$ cat src/rtl/cpu_core_param.sv
// Parametrised 3-cycle CPU datapath (IDLE/EXEC/WB) with accumulator, packed din channels and data memory.
// cpu_rdy low for two cycles after each accept; optional multiplier enabled by CPU_CORE_MUL_EN.
module cpu_core_param #(
  parameter int WIDTH     = 8,
  parameter int NCH       = 4,
  parameter int MEM_DEPTH = 16,
  localparam int SW = $clog2(NCH + 1),
  localparam int AW = $clog2(MEM_DEPTH),
  localparam int DW = 2 * WIDTH,
  localparam int CW = 4 + 2 * SW
) (
  input  logic                 clk,
  input  logic                 reset,
  input  logic                 cmd_valid,
  output logic                 cpu_rdy,
  input  logic [CW-1:0]        cmd_in,
  input  logic [NCH*WIDTH-1:0] din,
  output logic [DW-1:0]        result,
  output logic                 result_valid,
  output logic                 zero,
  output logic                 error
);

  localparam logic [3:0] OP_ADD   = 4'd0;
  localparam logic [3:0] OP_SUB   = 4'd1;
  localparam logic [3:0] OP_MUL   = 4'd2;
  localparam logic [3:0] OP_AND   = 4'd3;
  localparam logic [3:0] OP_OR    = 4'd4;
  localparam logic [3:0] OP_XOR   = 4'd5;
  localparam logic [3:0] OP_SHL   = 4'd6;
  localparam logic [3:0] OP_SHR   = 4'd7;
  localparam logic [3:0] OP_PASSA = 4'd8;
  localparam logic [3:0] OP_LOAD  = 4'd9;
  localparam logic [3:0] OP_STORE = 4'd10;
  localparam logic [3:0] OP_NOP   = 4'd11;

  localparam logic [SW-1:0] ACC_SEL   = SW'(NCH);
  localparam logic [DW-1:0] SHIFT_LIM = DW'(DW);

  typedef enum logic [1:0] {S_IDLE, S_EXEC, S_WB} state_e;

  state_e state_q, state_d;

  logic [3:0]       op_q, op_d;
  logic [WIDTH-1:0] a_q, a_d;
  logic [WIDTH-1:0] b_q, b_d;
  logic             bad_q, bad_d;
  logic [DW-1:0]    alu_q, alu_d;
  logic [DW-1:0]    acc_q, acc_d;
  logic             zero_q, zero_d;
  logic             error_q, error_d;
  logic             rv_q, rv_d;
  logic [DW-1:0]    rd_q;

  logic [DW-1:0]    mem [MEM_DEPTH];

  logic             accept;
  logic             mem_we;
  logic             mem_re;
  logic [3:0]       cmd_op;
  logic [SW-1:0]    cmd_sa;
  logic [SW-1:0]    cmd_sb;
  logic             cmd_bad;
  logic [DW-1:0]    a_ext;
  logic [DW-1:0]    b_ext;
  logic [DW-1:0]    alu_res;
  logic [DW-1:0]    wb_val;

  assign {cmd_op, cmd_sa, cmd_sb} = cmd_in;

  // Selects a din channel, or the accumulator low word when sel == NCH.
  function automatic logic [WIDTH-1:0] pick_operand(input logic [SW-1:0]        sel,
                                                    input logic [NCH*WIDTH-1:0] d,
                                                    input logic [WIDTH-1:0]     acc_lo);
    logic [WIDTH-1:0] v;
    v = '0;
    for (int k = 0; k < NCH; k++) begin
      if (sel == SW'(k)) v = d[k*WIDTH +: WIDTH];
    end
    if (sel == ACC_SEL) v = acc_lo;
    return v;
  endfunction

  always_comb begin
    cmd_bad = (cmd_sa > ACC_SEL) || (cmd_sb > ACC_SEL) || (cmd_op > OP_NOP);
`ifndef CPU_CORE_MUL_EN
    if (cmd_op == OP_MUL) cmd_bad = 1'b1;
`endif
  end

  // FSM: state register
  always_ff @(posedge clk or negedge reset) begin
    if (!reset) state_q <= S_IDLE;
    else        state_q <= state_d;
  end

  // FSM: next state
  always_comb begin
    state_d = state_q;
    case (state_q)
      S_IDLE:  if (cmd_valid) state_d = S_EXEC;
      S_EXEC:  state_d = S_WB;
      S_WB:    state_d = S_IDLE;
      default: state_d = S_IDLE;
    endcase
  end

  // FSM: outputs
  always_comb begin
    cpu_rdy = 1'b0;
    mem_we  = 1'b0;
    mem_re  = 1'b0;
    case (state_q)
      S_IDLE: cpu_rdy = 1'b1;
      S_EXEC: begin
        mem_we = (op_q == OP_STORE) && !bad_q;
        mem_re = (op_q == OP_LOAD) && !bad_q;
      end
      default: ;
    endcase
  end

  assign accept = cmd_valid && cpu_rdy;

  always_comb begin
    a_ext   = DW'(a_q);
    b_ext   = DW'(b_q);
    alu_res = '0;
    case (op_q)
      OP_ADD:   alu_res = a_ext + b_ext;
      OP_SUB:   alu_res = a_ext - b_ext;
`ifdef CPU_CORE_MUL_EN
      OP_MUL:   alu_res = a_ext * b_ext;
`endif
      OP_AND:   alu_res = a_ext & b_ext;
      OP_OR:    alu_res = a_ext | b_ext;
      OP_XOR:   alu_res = a_ext ^ b_ext;
      OP_SHL:   alu_res = (b_ext >= SHIFT_LIM) ? '0 : (a_ext << b_q);
      OP_SHR:   alu_res = (b_ext >= SHIFT_LIM) ? '0 : (a_ext >> b_q);
      OP_PASSA: alu_res = a_ext;
      default:  alu_res = '0;
    endcase
  end

  always_comb begin
    case (op_q)
      OP_LOAD:         wb_val = rd_q;
      OP_STORE, OP_NOP: wb_val = acc_q;
      default:         wb_val = alu_q;
    endcase
  end

  always_comb begin
    op_d    = op_q;
    a_d     = a_q;
    b_d     = b_q;
    bad_d   = bad_q;
    alu_d   = alu_q;
    acc_d   = acc_q;
    zero_d  = zero_q;
    error_d = error_q;
    rv_d    = 1'b0;
    if (accept) begin
      op_d  = cmd_op;
      a_d   = pick_operand(cmd_sa, din, acc_q[WIDTH-1:0]);
      b_d   = pick_operand(cmd_sb, din, acc_q[WIDTH-1:0]);
      bad_d = cmd_bad;
    end
    if (state_q == S_EXEC) alu_d = alu_res;
    if (state_q == S_WB) begin
      rv_d = 1'b1;
      if (bad_q) begin
        error_d = 1'b1;
        zero_d  = 1'b0;
      end else begin
        acc_d   = wb_val;
        error_d = 1'b0;
        zero_d  = (wb_val == '0);
      end
    end
  end

  always_ff @(posedge clk or negedge reset) begin
    if (!reset) begin
      op_q    <= '0;
      a_q     <= '0;
      b_q     <= '0;
      bad_q   <= 1'b0;
      alu_q   <= '0;
      acc_q   <= '0;
      zero_q  <= 1'b0;
      error_q <= 1'b0;
      rv_q    <= 1'b0;
    end else begin
      op_q    <= op_d;
      a_q     <= a_d;
      b_q     <= b_d;
      bad_q   <= bad_d;
      alu_q   <= alu_d;
      acc_q   <= acc_d;
      zero_q  <= zero_d;
      error_q <= error_d;
      rv_q    <= rv_d;
    end
  end

  // Memory is not reset; a reset during EXEC leaves state_q out of EXEC, so no write occurs.
  always_ff @(posedge clk) begin
    if (mem_we) mem[a_q[AW-1:0]] <= acc_q;
    if (mem_re) rd_q <= mem[a_q[AW-1:0]];
  end

  assign result       = acc_q;
  assign result_valid = rv_q;
  assign zero         = zero_q;
  assign error        = error_q;

endmodule
$ cat config.mk
export PLATFORM = sky130hd
export DESIGN_NAME = cpu_core_param
export DESIGN_NICKNAME = d
export VERILOG_FILES = /design/src/rtl/cpu_core_param.sv
export SDC_FILE = /design/constraint.sdc
export NUM_CORES = 1
export LEC_CHECK = 0
export ABC_AREA = 1
export BUFFER_PORTS_ARGS = -buffer_cell sky130_fd_sc_hd__buf_2
export CORE_MARGIN = 4
export CORE_UTILIZATION = 62
export DETAILED_ROUTE_END_ITERATION = 7
export PLACE_DENSITY_LB_ADDON = 0.25
export SYNTH_ARGS = -nofsm -noshare
export SYNTH_HDL_FRONTEND = slang
export SYNTH_SLANG_ARGS = --single-unit
$ cat constraint.sdc
create_clock -name clk -period 6.75 [get_ports clk]
set_clock_uncertainty 0.1 [all_clocks]
set_input_delay 2.025 -clock clk [delete_from_list [all_inputs] [get_ports clk]]
set_output_delay 2.025 -clock clk [all_outputs]
set_load 0.05 [all_outputs]
# Word-level counts from Yosys, hierarchy flattened

Memory sizes are Yosys's and may differ from the RTL's. A register that Yosys moved wholly into a read port is not among the register bits.
Cells that the tools add are included.
W data, S select, Z words.

Bits of input ports: 45
Memories kept: 1
Logic and storage cells: 83
Bits in writable memories: 256
Output and inout port bits: 20
Register bits: 58

Memory list:

| memory | depth | bits a word | rd ports | clocked after Yosys merged registers in | wr ports | line | RTL |
|---|---|---|---|---|---|---|---|
| mem    | 16    | 16          | 1        | 1                                       | 1        | 55   | `logic [DW-1:0] mem [MEM_DEPTH];` |

Eq/ne operators: 22
Shifts and indexed selects: 2
Reductions and logical operators: 13
Magnitude comparators: 4
Multiplexer cells: 25
Bitwise operators: 4
Add/subtract/negate cells: 2

Operator list:

| cell                 | number |
|---|---|
| $pmux W16 S8         | 1 |
| $mux W8              | 10 |
| $mux W16             | 2 |
| $pmux W16 S2         | 1 |
| $eq A4 B3 Y1 const B | 4 |
| $eq A4 B4 Y1 const B | 4 |
| $logic_not A16 Y1    | 1 |
| $shl A8 B8 Y16       | 1 |
| $shr A8 B8 Y16       | 1 |
| $eq A3 B2 Y1 const B | 4 |
| $add A8 B8 Y9        | 1 |
| $mux W1              | 9 |
| $sub A8 B8 Y9        | 1 |
| $and A8 B8 Y8        | 1 |
| $eq A4 B2 Y1 const B | 2 |
| $ge A8 B5 Y1 const B | 1 |
| $or A8 B8 Y8         | 1 |
| $xor A8 B8 Y8        | 1 |
| $eq A3 B1 Y1 const B | 2 |
| $eq A3 B3 Y1 const B | 2 |
| $gt A3 B3 Y1 const B | 2 |
| $logic_not A3 Y1     | 2 |
| $eq A4 B1 Y1 const B | 1 |
| $gt A4 B4 Y1 const B | 1 |
| 13 further kinds     | 16 |

# Logic depth before layout (Yosys ltp)

Gate-level depths: netlist of run 1.

Depth after elaboration: 6
Gate-level depth with buffers: 16
Mapped depth without buffers: 14

# Least setup slack after synthesis of run 1

OpenSTA, ideal clock, no wires.

Path type: register to output
Start: reg state_q[0]
End: out cpu_rdy
Setup slack: 3.576 ns
Data arrival time: 1.049 ns
Buffers on the path: 0
Required time: 4.625 ns
Stages on the path, launching flop included: 2
Cell sequence: dfrtp_1 > nor2_1

Longest elaborated chain between the ends: 2

Ends and longest elaborated chain:

| what                   | line | RTL |
|---|---|---|
| start, declared        | 42   | `state_e state_q, state_d;` |
| start signal, assigned | 94   | `else state_q <= state_d;` |
| $logic_not A2 Y1       | 113  | `case (state_q)` |
| $mux W1                | 113  |  |
| end, declared          | 15   | `output logic cpu_rdy,` |

No other way between the ends.

# Final worst setup path of run 1

Start: reg acc_q[6], in the netlist result[6]
End: out result[6]

RTL lines:

| what                   | line | RTL |
|---|---|---|
| start, declared        | 49   | `logic [DW-1:0] acc_q, acc_d;` |
| start signal, assigned | 190  | `acc_q <= '0;` |
| start signal, assigned | 200  | `acc_q <= acc_d;` |
| end, declared          | 18   | `output logic [DW-1:0] result,` |

No word-level cell between the ends.

==> impl_metrics.tcl, run 1 <==
set metrics [dict create \
    dpl_worst_slack_ns 3.181 \
    final_net_count 1506 \
    dp_hpwl_um 26370 \
    layout.cells.non_filler 1779 \
    timing.setup.critical_path_class "flop to output pin" \
    wirelength_um 40270 \
    placement.cell_area_um2 15770 \
    max_freq_mhz 259.3 \
    remaining_drc_errors 0 \
    clkTransAtPathRegs_ns 0.06 \
    post_synthesis_register_bit_count 330 \
    critical_path.cell_chain "buf_2" \
    antennaDiodeCount 0 \
    worst_path_required_time_ns 4.62 \
    insertion_delay_ns 0.52 \
    setup-violations-final 0 \
    time_the_worst_path_needs_with_i_o_delays_and_setup_ns 3.857 \
    dr.first_iter.drc_count 1378 \
    first_pass_iters 6 \
    post_route_worst_setup_slack_ns 2.894 \
    worstHoldPathType "flop to flop" \
    grt_antenna_before_repair 0 \
    top_level_ports 65 \
    ant_nets 0 \
    place.gp.congestion 1.027 \
    tritoncts.num_buffers 34 \
    critical_path.slowest_cell "sky130_fd_sc_hd__dfrtp_1" \
    io_buffers 64 \
    detail_route.wl_per_cell_um 22.64 \
    netlist-cell-type-count 42 \
    synthToLayoutAreaGrowth_pct 11.01 \
    post-route-cell-area_um2 16810 \
    synthCells 1364 \
    synth.net_count 1435 \
    drv_cap 0 \
    final_hold_viol_count 0 \
    post_cts_resized 0 \
    pwr_density_cell_nw_per_um2 373.1 \
    pin_count_of_the_biggest_net_entering_global_routing 66 \
    cts_buffer_depth 3 \
    grt_pass1_vias 10810 \
    yosysTopAreaCellShare 0.5394 \
    total_leakage_power_nw 6.343 \
    critPathMaxStageDelay_ns 0.80 \
    grt_overflow 0 \
    globalRouteTotalUtil 0.3051 \
    rsz0062_at_grt "no" \
    end_kind "output pin" \
    synth.area.top_cells "sky130_fd_sc_hd__edfxtp_1 54%, sky130_fd_sc_hd__dfrtp_1 9.6%, sky130_fd_sc_hd__nand2_1 6.3%" \
    power_mw 6.273 \
    die_area_um2 26990 \
    via_per_inst 6.298 \
    syn-cell-area_um2 15140 \
    htree_num_levels 2 \
    worst-path-buf-inv 1 \
    vias 11210 \
    dp.cells 1718 \
    slew_headroom 0.1339 \
    period_share 0.5713 \
    cts_hold_repair.buffers 0 \
    fill_cells 1698 \
    arrival_ns 1.73 \
    postLayoutCoreUtil 0.7078 \
    chipWidth_um 164.3 \
    floorplan_core_area_um2 23750 \
    worst_hold_path.num_cells 2 \
    post_route_cells_drive_above_1_share 0.1185 \
    finalSetupTns_ns 0 \
    cts_setup_buffers 0 \
    cp-start-kind "flop" \
    cts.root.buffer_cell "sky130_fd_sc_hd__clkbuf_16" \
    cts_num_sinks 330 \
    worst_path_dominant_cell_family "flip-flops" \
    chipHeight_um 164.3 \
    crit_cells 1 \
    status "completed" \
    reg2reg_depth 6 \
    yosysSeqAreaShare 0.6352 \
    rows 56 \
    final-max-slew-violation-count 0 \
    synth-warning-count 0 \
    worst_slew_pin_slew_ns 1.298 \
    synth_area_leader_cell "sky130_fd_sc_hd__edfxtp_1" \
    starting_density 0.6375 \
    smallest_hold_slack_ns 0.3858 \
    peakVddDrop_v 0.0002881 \
    wire_length_of_the_first_global_routing_pass_um 62290 \
    path_max_fanout 20 \
    post_synth.cell_area_avg_um2 11.10 \
    clock_tree_from_tritoncts "built" \
]
where the power goes:
part	internal, mW	switching [mW]	total (mW)	leakage [nW]
clock network	0.992	0.764	1.76	0.503
registers	2.48	0.276	2.75	3.23
logic	0.516	1.25	1.76	2.61
layout make-up:
| class | count | area [um^2] | share of cell area |
|---|---|---|---|
| clock buffer | 44 | 898.4 | 0.05344 |
| sequential | 330 | 9619 | 0.5722 |
| tap | 319 | 399.1 | 0.02374 |
| inverter | 105 | 394.1 | 0.02344 |
| multi-input combinational | 871 | 4821 | 0.2868 |
| timing repair buffer | 93 | 538.0 | 0.03200 |
| clock inverter | 17 | 141.4 | 0.008410 |
final timing paths:
| check | from | endpoint | slack, ns |
|---|---|---|---|
| min reg2reg | alu_q[0]$_DFFE_PN0P_ | alu_q[0]$_DFFE_PN0P_ | 0.39 |
| min | alu_q[0]$_DFFE_PN0P_ | alu_q[0]$_DFFE_PN0P_ | 0.39 |
| min in group asynchronous | reset | bad_q$_DFFE_PN0P_ | 1.57 |
| max | result[6]$_DFFE_PN0P_ | result[6] | 2.89 |
| max reg2reg | state_q[1]$_DFFE_PN0P_ | mem[11][13]$_DFFE_PP_ | 3.34 |
| max in group asynchronous | reset | result[7]$_DFFE_PN0P_ | 4.43 |
state kept, by name (all words and copies together) (netlist names):
register      count
zero              1
a_q               8
b_q               8
alu_q            16
rd_q             16
result_valid      1
state_q           2
error             1
op_q              4
result           16
mem             256
bad_q             1
metal layers:
layer | global-route usage | wire length (um) | vias up
met5 | 0 | 0 | -
li1 | - | - | 5096
met1 | 0.4400 | 15860 | 5430
met4 | 0.08959 | 983 | 0
met2 | 0.4891 | 19530 | 607
met3 | 0.04517 | 3896 | 72
Yosys cell counts, drive strengths merged:
cell type  number
edfxtp        272
buf            36
a211oi          3
o211ai         16
a31oi          17
o21a            1
xor2            1
or2            17
nand4          13
or3            16
fa              2
o21bai          2
ha             24
a221oi          1
a21oi         101
clkbuf         22
o21ai          43
nand3b          3
clkinv          2
a22oi         128
nor3           10
o22ai          14
nand3          77
o221ai         12
o31ai           1
nand2         256
nor2          110
dfrtp          58
a21boi          1
inv           103
mux2i           1
nor4            1
logic make-up (layout without fill, tap and decap cells):
family / Yosys count / in the layout / share of synthesized area
buffers and inverters: 163 / 259 / 0.04817
muxes: 1 / 1 / 0.0006610
xor gates and xnor gates: 1 / 1 / 0.0005785
adders and majority gates: 26 / 26 / 0.02247
AOI/OAI and AO/OA: 340 / 340 / 0.1515
DFF: 330 / 330 / 0.6352
and+or+nand+nor: 503 / 503 / 0.1414
cell usage in the layout, fill, tap and decap left out, drive strengths merged, types with 3 or more instances in the layout:
cell type / count
o211ai: 16
ha: 24
or3: 16
a211oi: 3
or2: 17
a21oi: 101
nand2: 256
clkinv: 15
dfrtp: 58
o22ai: 14
o21ai: 43
a31oi: 17
inv: 105
a22oi: 128
edfxtp: 272
nand3: 77
nor2: 110
o221ai: 12
nand3b: 3
clkbuf: 44
nand4: 13
nor3: 10
buf: 93
No activity file was read; power rests on OpenSTA's default activity.
==> inputs of run 2 (changes only) <==
- clock period: 6.75 -> 3.9 ns (I/O delays scaled with it)
==> run 2 against run 1 <==
  * Largest cell class unchanged
  * Final cell count up 1.4%
  * Via count rose by 1.1%
  * Clock-buffer cell count down 6
  * Sequential share of layout area down 0.71 points
  * Register-to-register slack got worse by 2.4 ns
  * Combinational power grew 88%
  * Clock power increased by 75%
  * Sequential power rose by 67%
  * First-iteration DRC count increased by 18%
  * Highest routed layer is now met5
  * Critical path type unchanged
  * Design area rose by 1.3%
==> impl_metrics.tcl, run 2 (synthesis gave the netlist of run 1 again) <==
set metrics [dict create \
    status "completed" \
    io_buffers 64 \
    tritoncts.num_buffers 34 \
    top_level_ports 65 \
    drv_cap 0 \
    rsz0062_at_grt "no" \
    clock_tree_from_tritoncts "built" \
    worst_slew_pin_slew_ns 1.165 \
    max_freq_mhz 333.4 \
    critPathMaxStageDelay_ns 0.81 \
    finalSetupTns_ns 0 \
    slew_headroom 0.2203 \
    arrival_ns 1.73 \
    worstHoldPathType "flop to flop" \
    post_cts_resized 0 \
    critical_path.cell_chain "buf_2" \
    period_share 0.7691 \
    rows 56 \
    mostFrequentLayoutCells "272 x sky130_fd_sc_hd__edfxtp_1, 256 x sky130_fd_sc_hd__nand2_1, 104 x sky130_fd_sc_hd__nor2_1" \
    chipWidth_um 164.3 \
    floorplan_core_area_um2 23750 \
    most_common_library_cell_in_the_layout_ignoring_fill_and_taps "sky130_fd_sc_hd__edfxtp_1" \
    worst_path_dominant_cell_family "flip-flops" \
    clkTransAtPathRegs_ns 0.06 \
    wire_length_of_the_first_global_routing_pass_um 63050 \
    starting_density 0.6375 \
    chipHeight_um 164.3 \
    dr.first_iter.drc_count 1623 \
    post_route_cells_drive_above_1_share 0.1367 \
    cts_buffer_depth 3 \
    grt_antenna_before_repair 2 \
    htree_num_levels 2 \
    ant_nets 0 \
    total_leakage_power_nw 6.484 \
    detail_route.wl_per_cell_um 22.72 \
    cts_setup_buffers 0 \
    worst-path-buf-inv 1 \
    antennaDiodeCount 0 \
    crit_cells 1 \
    die_area_um2 26990 \
    worst_path_required_time_ns 2.63 \
    via_per_inst 6.278 \
    critical_path.slowest_cell "sky130_fd_sc_hd__dfrtp_1" \
    fill_cells 1670 \
    wirelength_um 40990 \
    place.gp.congestion 0.9826 \
    final_net_count 1530 \
    largest_register_ffs 256 \
    peakVddDrop_v 0.0005220 \
    cp-start-kind "flop" \
    final-max-slew-violation-count 0 \
    timing.setup.critical_path_class "flop to output pin" \
    remaining_drc_errors 0 \
    path_max_fanout 18 \
    layout.cells.non_filler 1804 \
    grt_overflow 0 \
    cts_hold_repair.buffers 0 \
    cts_num_sinks 330 \
    pwr_density_cell_nw_per_um2 645.4 \
    vias 11330 \
    final_hold_viol_count 0 \
    reg2reg_depth 12 \
    dp_hpwl_um 27230 \
    worst_hold_path.num_cells 2 \
    setup-violations-final 0 \
    insertion_delay_ns 0.52 \
    first_pass_iters 5 \
    grt_pass1_vias 10950 \
    pin_count_of_the_biggest_net_entering_global_routing 66 \
    dp.cells 1742 \
    reg_to_reg_slack_setup_ns 0.94 \
    time_the_worst_path_needs_with_i_o_delays_and_setup_ns 2.999 \
    end_kind "output pin" \
    synthToLayoutAreaGrowth_pct 12.41 \
    cts.root.buffer_cell "sky130_fd_sc_hd__clkbuf_16" \
    globalRouteTotalUtil 0.3087 \
]
run 2: changes by cell type in the layout (fill, tap and decap cells not counted), sizes merged:
cell	before	now
clkbuf	44	38
clkinvlp	1	3
clkinv	15	17
buf	93	117
inv	105	108
run 2: final cells by class:
class	count	area, um^2	share of cell area
well taps	319	399.1	0.02345
inverters	105	394.1	0.02315
clock inverters	24	180.2	0.01058
flip-flops and latches	330	9619	0.5651
repair buffers	117	743.2	0.04366
clock buffers	38	865.8	0.05086
multi-input cells	871	4821	0.2832
run 2: per-layer routing:
layer  vias to the layer above  global-route usage  part of all wire
met4                         4             0.09531             0.031
li1                       5141                   -                 -
met5                         -                   0           0.00066
met2                       559              0.4873              0.47
met1                      5526              0.4404              0.40
met3                        95             0.05947             0.094
run 2: where the power goes:
group | leakage (nW) | internal, mW | switching (mW) | total [mW]
Sequential | 3.23 | 4.29 | 0.310 | 4.60
Combinational | 2.75 | 0.948 | 2.36 | 3.31
Clock | 0.508 | 1.70 | 1.38 | 3.08
Total | 6.48 | 6.93 | 4.05 | 11.0
run 2: path summary, 6_finish.rpt:
check / end / startpoint
max in group asynchronous: result[15]$_DFFE_PN0P_ / reset
max: result[13] / result[13]$_DFFE_PN0P_
max reg2reg: alu_q[10]$_DFFE_PN0P_ / b_q[2]$_DFFE_PN0P_
min reg2reg: zero$_DFFE_PN0P_ / zero$_DFFE_PN0P_
min: zero$_DFFE_PN0P_ / zero$_DFFE_PN0P_
min in group asynchronous: op_q[2]$_DFFE_PN0P_ / reset
run 2: per-stage QoR:
stage	area [um^2]	setup slack [ns]	power, mW	util	hold slack [ns]
after floorplan	15140	1.071	6.825	-	0.3479
after global routing	17020	0.6367	11.50	0.7167	0.4065
final	17020	0.9005	10.99	0.7167	0.3901
after CTS	17020	0.9246	10.94	0.7167	0.3915
after global placement	15980	1.135	7.844	0.6726	0.3662
after detailed placement	15980	1.028	7.890	0.6726	0.3653
==> inputs of run 3 (changes only) <==
- clock period: 3.9 -> 2.9 ns (I/O delays scaled with it)
==> run 3 against run 2 <==
  * Clock-buffer cell count rose by 6
  * Global-route usage grew 2.0 points
  * Power grew 39%
  * Critical endpoint is now alu_q[10]$_DFFE_PN0P_
  * Largest cell class unchanged
  * Highest routed layer is now met4
==> impl_metrics.tcl, run 3 (synthesis gave the netlist of run 1 again) <==
set metrics [dict create \
    finalSetupTns_ns 0 \
    rsz0062_at_grt "no" \
    globalRouteTotalUtil 0.3288 \
    via_per_inst 6.348 \
    first_pass_iters 5 \
    wire_length_of_the_first_global_routing_pass_um 66670 \
    clock_tree_from_tritoncts "built" \
    detail_route.wl_per_cell_um 23.61 \
    dp_hpwl_um 29460 \
    rows 56 \
    end_kind "flop" \
    critical_path.cell_chain "clkinv_1, ha_1, nor2_1, nand3_1, o21ai_0, nand2_1, nand2_1, nand2_1, nand2_1, o21ai_0, nand2_1, nand2_1" \
    vias 11690 \
    remaining_drc_errors 0 \
    worstHoldPathType "input port to asynchronous set/reset pin" \
    period_share 0.9245 \
    postLayoutCoreUtil 0.7317 \
    dr.first_iter.drc_count 1703 \
    die_area_um2 26990 \
    post_cts_resized 0 \
    setup-violations-final 0 \
    fill_cells 1597 \
    time_the_worst_path_needs_with_i_o_delays_and_setup_ns 2.681 \
    clkTransAtPathRegs_ns 0.06 \
    largest_register_ffs 256 \
    cp-start-kind "flop" \
    worst_slew_pin_slew_ns 0.8582 \
    arrival_ns 3.00 \
    most_common_library_cell_in_the_layout_ignoring_fill_and_taps "sky130_fd_sc_hd__edfxtp_1" \
    cts_num_sinks 330 \
    place.gp.congestion 1.020 \
    chipHeight_um 164.3 \
    dp.cells 1781 \
    post_route_worst_setup_slack_ns 0.2188 \
    final_net_count 1569 \
    critical_path.slowest_cell "sky130_fd_sc_hd__dfrtp_1" \
    worst_path_required_time_ns 3.22 \
    post_route_cells_drive_above_1_share 0.1563 \
    dpl_worst_slack_ns 0.3184 \
    path_max_fanout 10 \
    top_level_ports 65 \
    layout.cells.non_filler 1842 \
    insertion_delay_ns 0.53 \
    critical-path-top-cell-by-count "sky130_fd_sc_hd__nand2_1" \
    mostFrequentLayoutCells "272 x sky130_fd_sc_hd__edfxtp_1, 256 x sky130_fd_sc_hd__nand2_1, 104 x sky130_fd_sc_hd__nor2_1" \
    grt_pass1_vias 11460 \
    cts_setup_buffers 0 \
    drv_cap 0 \
    cts.root.buffer_cell "sky130_fd_sc_hd__clkbuf_16" \
    total_leakage_power_nw 6.703 \
    tritoncts.num_buffers 34 \
    multi_input_area_um2 4821 \
    peakVddDrop_v 0.0009048 \
    starting_density 0.6375 \
    status "completed" \
    ant_nets 0 \
    pin_count_of_the_biggest_net_entering_global_routing 56 \
    seqCellArea_um2 9619 \
    slew_headroom 0.4279 \
    chipWidth_um 164.3 \
    cts_buffer_depth 3 \
    grt_antenna_before_repair 0 \
    io_buffers 64 \
    pwr_density_cell_nw_per_um2 876.6 \
    critPathMaxStageDelay_ns 0.52 \
    htree_num_levels 2 \
    timing.setup.critical_path_class "flop to flop" \
    wirelength_um 43500 \
    grt_overflow 0 \
    cts_hold_repair.buffers 0 \
    floorplan_core_area_um2 23750 \
    final-max-slew-violation-count 0 \
    synthToLayoutAreaGrowth_pct 14.77 \
    antennaDiodeCount 0 \
    final_hold_viol_count 0 \
    max_freq_mhz 373.0 \
]
==> run 3: metrics by stage <==
step	instance area (um^2)	power (mW)	hold WS [ns]
6_report	17380	15.23	0.3475
4_1_cts	17380	15.16	0.3513
3_3_place_gp	16280	10.79	0.3652
2_1_floorplan	15140	9.179	0.3479
3_5_place_dp	16280	10.85	0.3653
5_1_grt	17380	15.93	0.3942
==> run 3: per-layer routing <==
layer	up-vias	GRT usage	wire length [um]
li1	5228	-	-
met1	5672	0.4601	17010
met2	681	0.5299	20830
met3	112	0.05144	4093
met4	0	0.1170	1570
met5	-	0	0
==> run 3: final cells by class <==
cell class	instances	share of cell area
flip-flops and latches	330	0.5535
multi-input cells	871	0.2774
repair buffers	156	0.06033
clock buffers	44	0.05112
well taps	319	0.02297
inverters	105	0.02268
clock inverters	17	0.01202
==> run 3: path summary, 6_finish.rpt <==
kind,start,to,slack [ns],cells past startpoint
max,b_q[4]$_DFFE_PN0P_,alu_q[10]$_DFFE_PN0P_,0.22,12
min,reset,a_q[5]$_DFFE_PN0P_,0.35,1
max reg2reg,b_q[4]$_DFFE_PN0P_,alu_q[10]$_DFFE_PN0P_,0.22,12
min reg2reg,alu_q[14]$_DFFE_PN0P_,alu_q[14]$_DFFE_PN0P_,0.38,2
max in group asynchronous,reset,alu_q[4]$_DFFE_PN0P_,1.57,2
min in group clk,alu_q[14]$_DFFE_PN0P_,alu_q[14]$_DFFE_PN0P_,0.38,2
==> run 3: power by group <==
group / internal, mW / switching, mW / total, mW
Clock: 2.48 / 1.84 / 4.32
Combinational: 1.45 / 3.43 / 4.88
Sequential: 5.77 / 0.277 / 6.04
==> run 3: critical path: cells and delay by family (launching register included) <==
| kind | cells | cell delay, ns |
|---|---|---|
| AOI/OAI and AO/OA | 2 | 0.43 |
| adders and majority gates | 1 | 0.43 |
| buffers and inverters | 1 | 0.16 |
| DFF | 1 | 0.52 |
| and+or+nand+nor | 8 | 0.92 |
